--- config.mk ---
export PLATFORM = sky130hd
export DESIGN_NAME = shared_bus_arbiter_flat
export DESIGN_NICKNAME = d
export VERILOG_FILES = /design/src/rtl/shared_bus_arbiter_if.sv /design/src/rtl/shared_bus_arbiter.sv /design/src/flat_wrapper.sv
export SDC_FILE = /design/constraint.sdc
export NUM_CORES = 1
export LEC_CHECK = 0
export CAP_MARGIN = 15
export CORE_AREA = 2 2 39 41
export CTS_BUF_LIST = sky130_fd_sc_hd__clkbuf_8
export DETAILED_ROUTE_END_ITERATION = 12
export DIE_AREA = 0 0 41 43
export DONT_BUFFER_PORTS = 1
export GPL_TIMING_DRIVEN = 0
export HOLD_SLACK_MARGIN = 0.1
export PLACE_DENSITY = 0.65
export SLEW_MARGIN = 20
export SYNTH_ARGS = -nofsm -noshare
export SYNTH_HDL_FRONTEND = slang
export SYNTH_SLANG_ARGS = --single-unit
--- constraint.sdc ---
create_clock -name clk -period 1.7 [get_ports clk]
set_clock_uncertainty 0.15 [all_clocks]
set_input_delay 0.17 -clock clk [delete_from_list [all_inputs] [get_ports clk]]
set_output_delay 0.17 -clock clk [all_outputs]
set_load 0.01 [all_outputs]
--- src/rtl/shared_bus_arbiter_if.sv ---
// Request/grant bundle between the shared-bus arbiter and the leaf instances
// that take turns enabling their drivers onto one inout net.
interface shared_bus_arbiter_if #(
  parameter int NREQ = 3,
  parameter int IDW  = $clog2(NREQ)
);
  logic [NREQ-1:0] req;
  logic [NREQ-1:0] grant;
  logic [IDW-1:0]  owner;
  logic            busy;
  logic            preempt;

  // Arbiter side.
  modport slave (
    input  req,
    output grant,
    output owner,
    output busy,
    output preempt
  );

  // Requester side.
  modport master (
    output req,
    input  grant,
    input  owner,
    input  busy,
    input  preempt
  );
endinterface

--- src/rtl/shared_bus_arbiter.sv ---
// Round-robin ownership arbiter for a shared inout bus: one grant at a time,
// bounded tenure, and dead turnaround cycles between successive owners.
module shared_bus_arbiter #(
  parameter int NREQ     = 3,
  parameter int MAX_HOLD = 16,
  parameter int TURN_CYC = 1,
  parameter int IDW      = $clog2(NREQ)
) (
  input  logic                 clk,
  input  logic                 reset,
  shared_bus_arbiter_if.slave  bus
);

  localparam int HCW = (MAX_HOLD > 1) ? $clog2(MAX_HOLD) : 1;
  localparam logic [HCW-1:0] HOLD_LAST = HCW'(MAX_HOLD - 1);
  localparam logic [IDW-1:0] RR_INIT   = IDW'(NREQ - 1);

  typedef enum logic [1:0] {
    S_IDLE  = 2'd0,
    S_GRANT = 2'd1,
    S_TURN  = 2'd2
  } state_t;

  // With no turnaround configured a tenure ends straight into arbitration.
  localparam state_t END_STATE = (TURN_CYC == 0) ? S_IDLE : S_TURN;

  state_t          r_state;
  logic [IDW-1:0]  r_owner;
  logic [HCW-1:0]  r_hold_cnt;
  logic [2:0]      r_turn_cnt;
  logic [IDW-1:0]  r_rr_last;
  logic            r_preempt;

  state_t          w_state_nxt;
  logic [IDW-1:0]  w_owner_nxt;
  logic [HCW-1:0]  w_hold_nxt;
  logic [2:0]      w_turn_nxt;
  logic [IDW-1:0]  w_rr_nxt;
  logic            w_preempt_nxt;

  logic [IDW-1:0]  w_sel;
  logic            w_sel_vld;
  logic [NREQ-1:0] w_owner_oh;
  logic            w_own_req;
  logic            w_others;

  // Round-robin pick: lowest requester above rr_last wins, else wrap to the
  // lowest requester at or below it. The second loop overrides the first.
  always_comb begin
    // NOTE: every signal gets a default before the branches so no latch is inferred.
    w_sel     = '0;
    w_sel_vld = 1'b0;
    for (int i = NREQ - 1; i >= 0; i--) begin
      if (bus.req[i] && (IDW'(i) <= r_rr_last)) begin
        w_sel     = IDW'(i);
        w_sel_vld = 1'b1;
      end
    end
    for (int i = NREQ - 1; i >= 0; i--) begin
      if (bus.req[i] && (IDW'(i) > r_rr_last)) begin
        w_sel     = IDW'(i);
        w_sel_vld = 1'b1;
      end
    end
  end

  assign w_owner_oh = {{(NREQ-1){1'b0}}, 1'b1} << r_owner;
  assign w_own_req  = bus.req[r_owner];
  assign w_others   = |(bus.req & ~w_owner_oh);

  always_comb begin
    w_state_nxt   = r_state;
    w_owner_nxt   = r_owner;
    w_hold_nxt    = r_hold_cnt;
    w_turn_nxt    = r_turn_cnt;
    w_rr_nxt      = r_rr_last;
    w_preempt_nxt = 1'b0;
    case (r_state)
      S_IDLE: begin
        if (w_sel_vld) begin
          w_state_nxt = S_GRANT;
          w_owner_nxt = w_sel;
          w_hold_nxt  = '0;
          w_rr_nxt    = w_sel;
        end
      end
      S_GRANT: begin
        // A release takes precedence over a simultaneous hold-limit hit.
        if (!w_own_req) begin
          w_state_nxt = END_STATE;
          w_owner_nxt = '0;
          w_hold_nxt  = '0;
          w_turn_nxt  = '0;
        end else if (r_hold_cnt == HOLD_LAST) begin
          w_hold_nxt = '0;
          if (w_others) begin
            w_state_nxt   = END_STATE;
            w_owner_nxt   = '0;
            w_turn_nxt    = '0;
            w_preempt_nxt = 1'b1;
          end
        end else begin
          w_hold_nxt = r_hold_cnt + 1'b1;
        end
      end
      S_TURN: begin
        if (int'(r_turn_cnt) >= TURN_CYC - 1) begin
          w_state_nxt = S_IDLE;
          w_turn_nxt  = '0;
        end else begin
          w_turn_nxt = r_turn_cnt + 1'b1;
        end
      end
      default: begin
        w_state_nxt = S_IDLE;
        w_owner_nxt = '0;
      end
    endcase
  end

  // NOTE: sequential state uses non-blocking assignments so every register
  // samples the pre-edge values computed above.
  always_ff @(posedge clk or posedge reset) begin
    if (reset) begin
      r_state    <= S_IDLE;
      r_owner    <= '0;
      r_hold_cnt <= '0;
      r_turn_cnt <= '0;
      r_rr_last  <= RR_INIT;
      r_preempt  <= 1'b0;
    end else begin
      r_state    <= w_state_nxt;
      r_owner    <= w_owner_nxt;
      r_hold_cnt <= w_hold_nxt;
      r_turn_cnt <= w_turn_nxt;
      r_rr_last  <= w_rr_nxt;
      r_preempt  <= w_preempt_nxt;
    end
  end

  // Outputs decode registered state only, so grant falls as soon as reset rises.
  always_comb begin
    bus.grant   = (r_state == S_GRANT) ? w_owner_oh : '0;
    bus.owner   = (r_state == S_GRANT) ? r_owner : '0;
    bus.busy    = (r_state == S_GRANT);
    bus.preempt = r_preempt;
  end

endmodule

--- src/flat_wrapper.sv ---
// flat-port wrapper written by rule: the top's interface ports become plain ports
module shared_bus_arbiter_flat 
#(
  parameter int NREQ     = 3,
  parameter int MAX_HOLD = 16,
  parameter int TURN_CYC = 1,
  parameter int IDW      = $clog2(NREQ)
)
  (clk, reset, bus_req, bus_grant, bus_owner, bus_busy, bus_preempt);
  shared_bus_arbiter_if #(.NREQ(NREQ), .IDW(IDW)) bus_i ();
  input  logic clk;
  input  logic reset;
  input wire logic [$bits(bus_i.req)-1:0] bus_req;
  output wire logic [$bits(bus_i.grant)-1:0] bus_grant;
  output wire logic [$bits(bus_i.owner)-1:0] bus_owner;
  output wire logic [$bits(bus_i.busy)-1:0] bus_busy;
  output wire logic [$bits(bus_i.preempt)-1:0] bus_preempt;
  assign bus_i.req = bus_req;
  assign bus_grant = bus_i.grant;
  assign bus_owner = bus_i.owner;
  assign bus_busy = bus_i.busy;
  assign bus_preempt = bus_i.preempt;
  shared_bus_arbiter #(.NREQ(NREQ), .MAX_HOLD(MAX_HOLD), .TURN_CYC(TURN_CYC), .IDW(IDW)) u_core (.clk(clk), .reset(reset), .bus(bus_i));
endmodule
# Word-level counts from Yosys, hierarchy flattened
# Cells that the tools add are included.
# word_totals
latchBits,0
rom_bits,0
input_bits,5
out_inout_bits,7
word_cells,70
n_memories,0
ff_bits,11
ramBits,0
# classes
n_mux,34
n_mul,0
shifts,1
n_eq_ne,6
n_reduce_logical,13
addsub,1
div,0
bitwise,3
n_lt_le_gt_ge,7
# ops
op,n
$mux W2,15
$mux W4,3
$mux W1,11
$pmux W4 S2,1
$logic_and A1 B1 Y1,6
$ne A3 B3 Y1 const B,2
$pmux W2 S3,1
$add A4 B1 Y4 const B,1
$eq A4 B4 Y1 const B,1
$gt A1 B2 Y1 const A,2
$le A1 B2 Y1 const A,2
$pmux W2 S2,1
$reduce_and A2 Y1,2
$reduce_and A4 Y1,1
$and A3 B3 Y3,1
$lt A2 B3 Y1 const B,1
$mux W3,1
$not A3 Y3,1
$reduce_and A3 Y1,1
$reduce_or A3 Y1,1
$shl A1 B2 Y3 const A,1
$bmux W1 S2,1
$eq A2 B1 Y1 const B,1
$eq A2 B2 Y1 const B,1
6 further kinds,6

# Logic depth before layout (Yosys ltp)
# Gate-level depths: netlist (run 1).
# depth
depth_word,10
depth_mapped,5
ltp_nobuf,5

# Least setup slack after synthesis (run 1)
# No wires, ideal clock.
# synth_path
path_type,register to register
from,register u_core.r_owner[0]
to,register u_core.r_owner[0]
path_stages_with_launch,4
path_buffers,0
setup_ps,134
path_slack_ps,215
arrival_time_ps,1202
period_less_slack_ps,1485
required_ps,1416
cell_sequence,dfrtp_1 mux2_2 o21ai_1 o32ai_2
# synth_between
elab_chain_cells,6
word_cells_on_any_way,11
classes_between,eq/ne (2); shift (1); mux (4); bitwise (2); reduce/logical (2)
# synth_rtl
element,line,text
"start, declared",shared_bus_arbiter.sv:28,logic [IDW-1:0] r_owner;
"start signal, assigned",shared_bus_arbiter.sv:133,r_owner <= w_owner_nxt;
$shl A1 B2 Y3,shared_bus_arbiter.sv:67,"assign w_owner_oh = {{(NREQ-1){1'b0}}, 1'b1} << r_owner;"
$not A3 Y3,shared_bus_arbiter.sv:69,assign w_others = |(bus.req & ~w_owner_oh);
$and A3 B3 Y3,shared_bus_arbiter.sv:69,
$reduce_or A3 Y1,shared_bus_arbiter.sv:69,
$ne A3 B3 Y1 (no source line),n/a,
$reduce_and A4 Y1 (no source line),n/a,
# Several ways; a longest one is shown, not always the timed one. The select of a mux whose other input is x is not followed.
# A chain may end at the register's enable or synchronous reset.

# Worst setup path in the final report (run 1)
# layout_path
from,register u_core.r_rr_last[1]
to,register u_core.r_owner[1]
# layout_between
elab_chain_cells,10
word_cells_on_any_way,28
classes_between,order compare (6); eq/ne (1); mux (14); reduce/logical (7)
# layout_rtl
element,line,text
"start, declared",shared_bus_arbiter.sv:31,logic [IDW-1:0] r_rr_last;
"start signal, assigned",shared_bus_arbiter.sv:136,r_rr_last <= w_rr_nxt;
$le A2 B2 Y1,shared_bus_arbiter.sv:54,if (bus.req[i] && (IDW'(i) <= r_rr_last)) begin
$logic_and A1 B1 Y1,shared_bus_arbiter.sv:54,
$mux W2 / $mux W1 (equally long branches) (3 in a row),shared_bus_arbiter.sv:54,
$mux W2 / $mux W1 (equally long branches) (3 in a row),shared_bus_arbiter.sv:60,if (bus.req[i] && (IDW'(i) > r_rr_last)) begin
$mux W2 / $ne A2 B1 Y1 (equally long branches),n/a,
$pmux W2 S3 / $reduce_and A4 Y1 (equally long branches),n/a,
# Several ways; a longest one is shown, not always the timed one. The select of a mux whose other input is x is not followed.

==> metrics.md, run 1 <==
| Metric | Value |
|---|---|
| Status | finished clean |
| Top cells by area, synth | dfrtp_1 38%, inv_1 4.6%, dfstp_2 4.0%, nand2b_1 3.8%, nor3_1 3.8% |
| Total grt overflow | 0 |
| Most numerous cell in the Yosys netlist | dfrtp_1 |
| Fin crit period | 1.631 ns |
| Die width | 41 um |
| Overall power | 0.001231 W |
| Total Routing Usage GR | 19.13% |
| Arr. time, crit path | 1.59 ns |
| Max cap viols | 0 |
| Initial antenna violation count | 0 |
| Total Nets Final | 87 |
| Crit Path Class | flop to flop |
| Final ANT Viol Nets | 0 |
| Die ar. | 1763 um2 |
| Count of final setup violators | 0 |
| Initial DRT Pass Iterations | 2 |
| Setup tns final | 0 ns |
| Avg WL per Cell | 14.36 um |
| Post-synthesis sequential area ratio | 42.10% |
| Post-synthesis cell type count | 34 |
| Layout area overhead | 19.81% |
| Top cell type's share of synthesized area | 38.10% |
| CTS tree | yes |
| Multi-input combinational cell area | 355.3 um2 |
| DRC Markers | 0 |
| Worst setup SP type | flop |
| Sink Count | 11 |
| Slowest stage delay, CP | 0.56 ns |
| Internal power | 0.0007414 W |
| Post-DP HPWL | 955.9 um |
| Combinational fraction of design power | 43.0% |
| Final WS setup | 0.06855 ns |
| Vias per cell | 5.854 |
| Power Density | 1564 nW/um2 |
| Cell taking the most area after synthesis | dfrtp_1 |
| Synth Register Bits | 11 |
| Crit path max fanout | 4 |
| Syn Inst Count | 70 |
| RePlAce Congestion | 0.7449 |
| Top_reg_cell synth | dfrtp_1 |
| Worst hold path class | input port to flop |
| Routed WL | 1379 um |
| Initial Util | 47.47% |
| First-pass GRT wire length | 2228 um |
| Largest net degree at the start of global routing | 12 |
| Core footprint | 1384 um2 |
| CTS Root Cell | clkbuf_8 |
| N_diodes | 0 |
| Commonest cells in the netlist | 10 x dfrtp_1, 8 x inv_1, 5 x nor3_1 |
| CP max-delay cell | dlygate4sd3_1 |
| EDFF count, synth | 0 |
| Routed length on met3 | 49 um |
| Via count | 562 |
| Num CTS Buffers | 3 |
| Worst slack, placed | 0.04528 ns |
| Vias in the first global route | 536 |
| Register Area | 276.5 um2 |
| Layout cell share with drive strength beyond 1 | 20.00% |
| M1 WL | 621 um |
| Top Metal Used | met4 |
| Asr flop ratio synth | 100.0% |
| Final core occ | 56.87% |
| Worst-case clock buffer depth | 2 |
| Required time worst endpoint | 1.66 ns |
| Final Hold Fails | 0 |
| Fmax | 613.0 MHz |
| VDD IR-drop max | 691.4 uV |
| Worst-margin pin slew | 0.4326 ns |
| Clk pin slew, worst setup/hold paths | 0.05 ns |
| Post-Syn Area | 656.9 um2 |
| Tcrit/Tclk final | 95.97% |
| Synth Net Count | 76 |
| Sw Share | 39.79% |
| Die Ht | 43 um |
| H-tree Lvls | 1 |
| Initial DRC Count | 1 |
| Seq pwr share | 35.9% |
| Clk network pwr share | 21.1% |
| Metal2 WL | 679 um |
| CP endpoint kind | flop |
| Mean Syn Cell Area | 9.384 um2 |
| Worst slew margin | 71.13% |
| IO Count | 12 |
| Non-filler instance count after layout | 96 |
| Yosys warnings | 0 |
| FILL cells | 133 |
| Skew-Pair Late Insertion Delay | 0.24 ns |
| Fin. max-slew vios | 0 |
| # port buffers | 0 |
| Worst-path cell chain | o22ai_1, dlygate4sd3_1, nand3_1, o211ai_1 |
| Row count | 14 |
| Sw Pwr | 0.0004898 W |
| Post-Place Cells | 86 |
| Leakage power figure | 0.3455 nW |
-- final timing paths --
check                                                start                               end  slack, ns  cells after the start
min in group asynchronous                            reset  u_core.r_hold_cnt[1]$_DFFE_PP0P_       0.22                      2
min                                             bus_req[2]     u_core.r_owner[1]$_DFFE_PP0P_       0.13                      4
min reg2reg                u_core.r_rr_last[1]$_DFFE_PP1P_   u_core.r_rr_last[1]$_DFFE_PP1P_       0.36                      2
max                        u_core.r_rr_last[1]$_DFFE_PP1P_     u_core.r_owner[1]$_DFFE_PP0P_       0.07                      4
max in group asynchronous                            reset   u_core.r_rr_last[1]$_DFFE_PP1P_       0.85                      2
max reg2reg                u_core.r_rr_last[1]$_DFFE_PP1P_     u_core.r_owner[1]$_DFFE_PP0P_       0.07                      4
-- logic make-up (layout without fill, tap and decap cells) --
kind of cell	after synthesis	after routing	synth area share [%]
flip-flops	11	11	42.10
AO/OA/AOI/OAI	21	21	25.33
buffers and inverters	9	19	5.142
adder cells (fa/ha/maj)	1	1	1.904
multiplexers	3	3	4.952
AND/OR/NAND/NOR	25	25	20.57
-- metal layers --
layer,track usage (%),up-vias
li1,-,279
met1,23.49,267
met2,29.38,12
met3,3.141,4
met4,12.00,0
met5,0,-
-- power by group through the flow --
stage                     combinational (W)  clock (W)  sequential, W
after floorplan                    0.000383          0       0.000427
after global placement             0.000449          0       0.000443
after detailed placement           0.000453          0       0.000447
after CTS                          0.000474   0.000265       0.000444
after global routing               0.000610   0.000276       0.000458
final                              0.000529   0.000260       0.000442
-- per-stage QoR --
| stage | area [um2] | hold slack (ns) |
|---|---|---|
| 6_report | 787.0 | 0.1307 |
| 5_1_grt | 787.0 | 0.1558 |
| 4_1_cts | 762.0 | 0.1327 |
| 3_5_place_dp | 676.9 | -0.06505 |
| 3_3_place_gp | 676.9 | -0.06682 |
| 2_1_floorplan | 656.9 | -0.1283 |
-- cells in the final DEF (no fill, tap or decap), drive strengths merged, types with 3 or more instances in the layout --
cell type / Yosys / layout
dfrtp: 10 / 10
inv: 8 / 9
nor3: 5 / 5
nand2b: 4 / 4
nand3: 4 / 4
dlygate4sd3: 0 / 4
clkbuf: 0 / 4
nand2: 3 / 3
a21oi: 3 / 3
o21ai: 3 / 3
nor2b: 3 / 3
-- flip-flops by register name (all words and copies together), names as in the netlist --
name                cells
u_core.bus.preempt      1
u_core.r_state          2
u_core.r_hold_cnt       4
u_core.r_rr_last        2
u_core.r_owner          2
-- area by class of cell --
cell class                      instances  share of cell area (%)
Tap cell                               16                   2.544
Clock inverter                          1                  0.4769
Clock buffer                            3                   5.246
Multi-Input combinational cell         50                   45.15
Inverter                                8                   3.816
Buffer                                  1                  0.6359
Timing Repair Buffer                    6                   6.995
Sequential cell                        11                   35.14
-- critical path, delay by kind of cell, from the launching register on --
family | cells | cell delay (ns)
AND/OR/NAND/NOR | 1 | 0.10
AO/OA/AOI/OAI | 2 | 0.15
buffers and inverters | 1 | 0.56
flip-flops | 1 | 0.55
-- repair_timing --
action	4_1_cts	5_1_grt
setup buffers	0	2
resized for setup	0	4
hold endpoints to repair	13	0
hold buffers	4	0
endpoints found under the setup margin	0	7
Power figures use the tool's default switching activity.
==> run 2: changes to the inputs <==
--- a/config.mk
+++ b/config.mk
@@ -13,8 +13,9 @@
 export DONT_BUFFER_PORTS = 1
 export GPL_TIMING_DRIVEN = 0
 export HOLD_SLACK_MARGIN = 0.1
+export MAX_ROUTING_LAYER = met4
 export PLACE_DENSITY = 0.65
-export SLEW_MARGIN = 20
+export SLEW_MARGIN = 10
 export SYNTH_ARGS = -nofsm -noshare
 export SYNTH_HDL_FRONTEND = slang
 export SYNTH_SLANG_ARGS = --single-unit
==> metrics.md, run 2 (same netlist as run 1, synthesis figures left out) <==
| Metric | Value |
|---|---|
| Status | finished clean |
| Capturing point of the worst reg2reg path | u_core.r_owner[1]$_DFFE_PP0P_ |
| H-tree Lvls | 1 (unchanged) |
| Hold Crit Start | bus_req[2] |
| Grt met2 use | 29.38% (unchanged) |
| Initial DRC Count | 7 (+6) |
| Clk pin slew, worst setup/hold paths | 0.05 ns (about the same) |
| Slowest stage delay, CP | 0.56 ns (about the same) |
| CTS Root Cell | clkbuf_8 |
| Routed WL | 1370 um (-0.65%) |
| CTS tree | yes |
| Met1 Use GR | 23.49% (unchanged) |
| Layout cell share with drive strength beyond 1 | 20.00% (unchanged) |
| # port buffers | 0 (unchanged) |
| Layout area overhead | 19.81% (unchanged) |
| CP max-delay cell | dlygate4sd3_1 |
| Worst-path cell chain | o22ai_1, dlygate4sd3_1, nand3_1, o211ai_1 |
| Largest Register | u_core.r_hold_cnt |
| Final core occ | 56.87% (unchanged) |
| Grt met3 use | 3.141% (unchanged) |
| FF-to-FF setup slack | 0.07 ns (about the same) |
| Die ar. | 1763 um2 (unchanged) |
| Die width | 41 um (unchanged) |
| Total grt overflow | 0 (unchanged) |
| Row count | 14 (unchanged) |
| IO Count | 12 (unchanged) |
| CP endpoint kind | flop |
| Initial antenna violation count | 0 (unchanged) |
| Fin crit period | 1.633 ns (+0.001366 ns) |
| Core footprint | 1384 um2 (unchanged) |
| VDD IR-drop max | 696.9 uV (+0.78%) |
| Worst hold path class | input port to flop |
| Fmax | 612.4 MHz (about the same) |
| Worst slew margin | 71.54% (+0.41 points) |
| DRC Markers | 0 (unchanged) |
| Total Routing Usage GR | 19.60% (+0.48 points) |
| Required time worst endpoint | 1.66 ns (about the same) |
| Design area | 787.0 um2 (unchanged) |
| Initial Util | 47.47% (unchanged) |
| Avg WL per Cell | 14.27 um (-0.65%) |
| Leakage power figure | 0.3455 nW (unchanged) |
| N_diodes | 0 (unchanged) |
| Fin. max-slew vios | 0 (unchanged) |
| Worst setup SP type | flop |
| Worst-case clock buffer depth | 2 (unchanged) |
| Sink Count | 11 (unchanged) |
| GR peak layer | met2 |
| Largest net degree at the start of global routing | 12 (unchanged) |
| Post-DP HPWL | 955.9 um (unchanged) |
| Total Nets Final | 87 (unchanged) |
| Depth of the most critical reg-to-reg path | 4 (unchanged) |
| Final Hold Fails | 0 (unchanged) |
| Vias per cell | 5.854 (unchanged) |
| RePlAce Congestion | 0.7543 (+1.3%) |
| Power Density | 1568 nW/um2 (+0.21%) |
| Max cap viols | 0 (unchanged) |
| Skew-Pair Late Insertion Delay | 0.24 ns (about the same) |
| Cell area after placement | 676.9 um2 (unchanged) |
| Worst-margin pin slew | 0.4264 ns (-0.006136 ns) |
| Hold Path End | u_core.r_owner[1]$_DFFE_PP0P_ |
| Count of final setup violators | 0 (unchanged) |
| Final ANT Viol Nets | 0 (unchanged) |
| Tcrit/Tclk final | 96.05% (about the same) |
| Crit path max fanout | 4 (unchanged) |
| Most common cell after layout, fill and taps aside | dfrtp_1 |
| Worst hold margin | 0.1298 ns (-0.0008500 ns) |
| Cell family with most CP delay | buffers and inverters |
| Commonest non-fill, non-tap cells in the layout | 10 x dfrtp_1, 8 x inv_1 |
| Number of flip-flops in the largest register | 4 (unchanged) |
| Die Ht | 43 um (unchanged) |
| Vias in the first global route | 536 (unchanged) |
| Initial DRT Pass Iterations | 3 (+1) |
| Arr. time, crit path | 1.59 ns (about the same) |
| WP buf/inv | 1 (unchanged) |
| Reg-to-Reg Start | u_core.r_rr_last[1]$_DFFE_PP1P_ |
| First-pass GRT wire length | 2221 um (-0.31%) |
| Hold Crit Depth | 4 (unchanged) |
| Crit Path Class | flop to flop |
| Via count | 562 (unchanged) |
| Num CTS Buffers | 3 (unchanged) |
==> run 2: cell counts in the layout (fill, tap and decap cells not counted) <==
Identical to the previous run, type by type.
==> run 2: repair_timing <==
action / in CTS / in global routing
endpoints found under the setup margin: 0 / 7
hold buffers: 4 / 0
setup buffers: 0 / 2
gates resized for setup: 0 / 4
endpoints found under the hold margin: 13 / 0
==> run 2: power breakdown <==
part           switching, W  internal, W  leakage (nW)
registers         0.0000886     0.000353         0.143
logic              0.000301     0.000230         0.176
clock network      0.000103     0.000159        0.0269
total              0.000492     0.000742         0.346
==> run 2: metal layers <==
metal / share of wire [%] / up-vias / wire length [um]
met5: 0 / - / 0
met4: 2.6 / 0 / 35
met3: 3.5 / 4 / 48
met2: 49 / 12 / 666
met1: 45 / 266 / 620
li1: - / 280 / -
==> run 2: final cells by class <==
type                       count  area (um2)
timing repair buffer           6       55.05
sequential                    11       276.5
clock inverter                 1       3.754
inverter                       8       30.03
tap                           16       20.02
multi-input combinational     50       355.3
fill                         133       596.8
buffer                         1       5.005
clock buffer                   3       41.29
==> run 2: worst max-delay path by stage <==
stage	endpoint	cells after the start	startpoint	slack, ns
6_report	u_core.r_owner[1]$_DFFE_PP0P_	4	u_core.r_rr_last[1]$_DFFE_PP1P_	0.07
5_1_grt	u_core.r_owner[0]$_DFFE_PP0P_	4	u_core.r_owner[0]$_DFFE_PP0P_	-0.01
4_1_cts	u_core.r_hold_cnt[0]$_DFFE_PP0P_	3	u_core.r_owner[0]$_DFFE_PP0P_	0.02
3_5_place_dp	u_core.r_owner[0]$_DFFE_PP0P_	3	u_core.r_owner[0]$_DFFE_PP0P_	0.05
3_3_place_gp	u_core.r_owner[0]$_DFFE_PP0P_	3	u_core.r_owner[0]$_DFFE_PP0P_	0.02
2_1_floorplan	u_core.r_owner[0]$_DFFE_PP0P_	3	u_core.r_owner[0]$_DFFE_PP0P_	0.21
==> run 2: tightest hold or removal path: cells and delay by family <==
kind	cells	cell delay, ns
AOI/OAI and AO/OA	2	0.15
and+or+nand+nor	2	0.15
==> run 2: metrics by stage <==
| stage | setup TNS [ns] | std cells | setup WS [ns] | power, W |
|---|---|---|---|---|
| after global placement | 0 | 86 | 0.01948 | 0.0008919 |
| final | 0 | 96 | 0.06718 | 0.001234 |
| after detailed placement | 0 | 86 | 0.04528 | 0.0009002 |
| after CTS | 0 | 94 | 0.01779 | 0.001182 |
| after floorplan | 0 | 70 | 0.2145 | 0.0008104 |
| after global routing | -0.01886 | 96 | -0.01482 | 0.001345 |
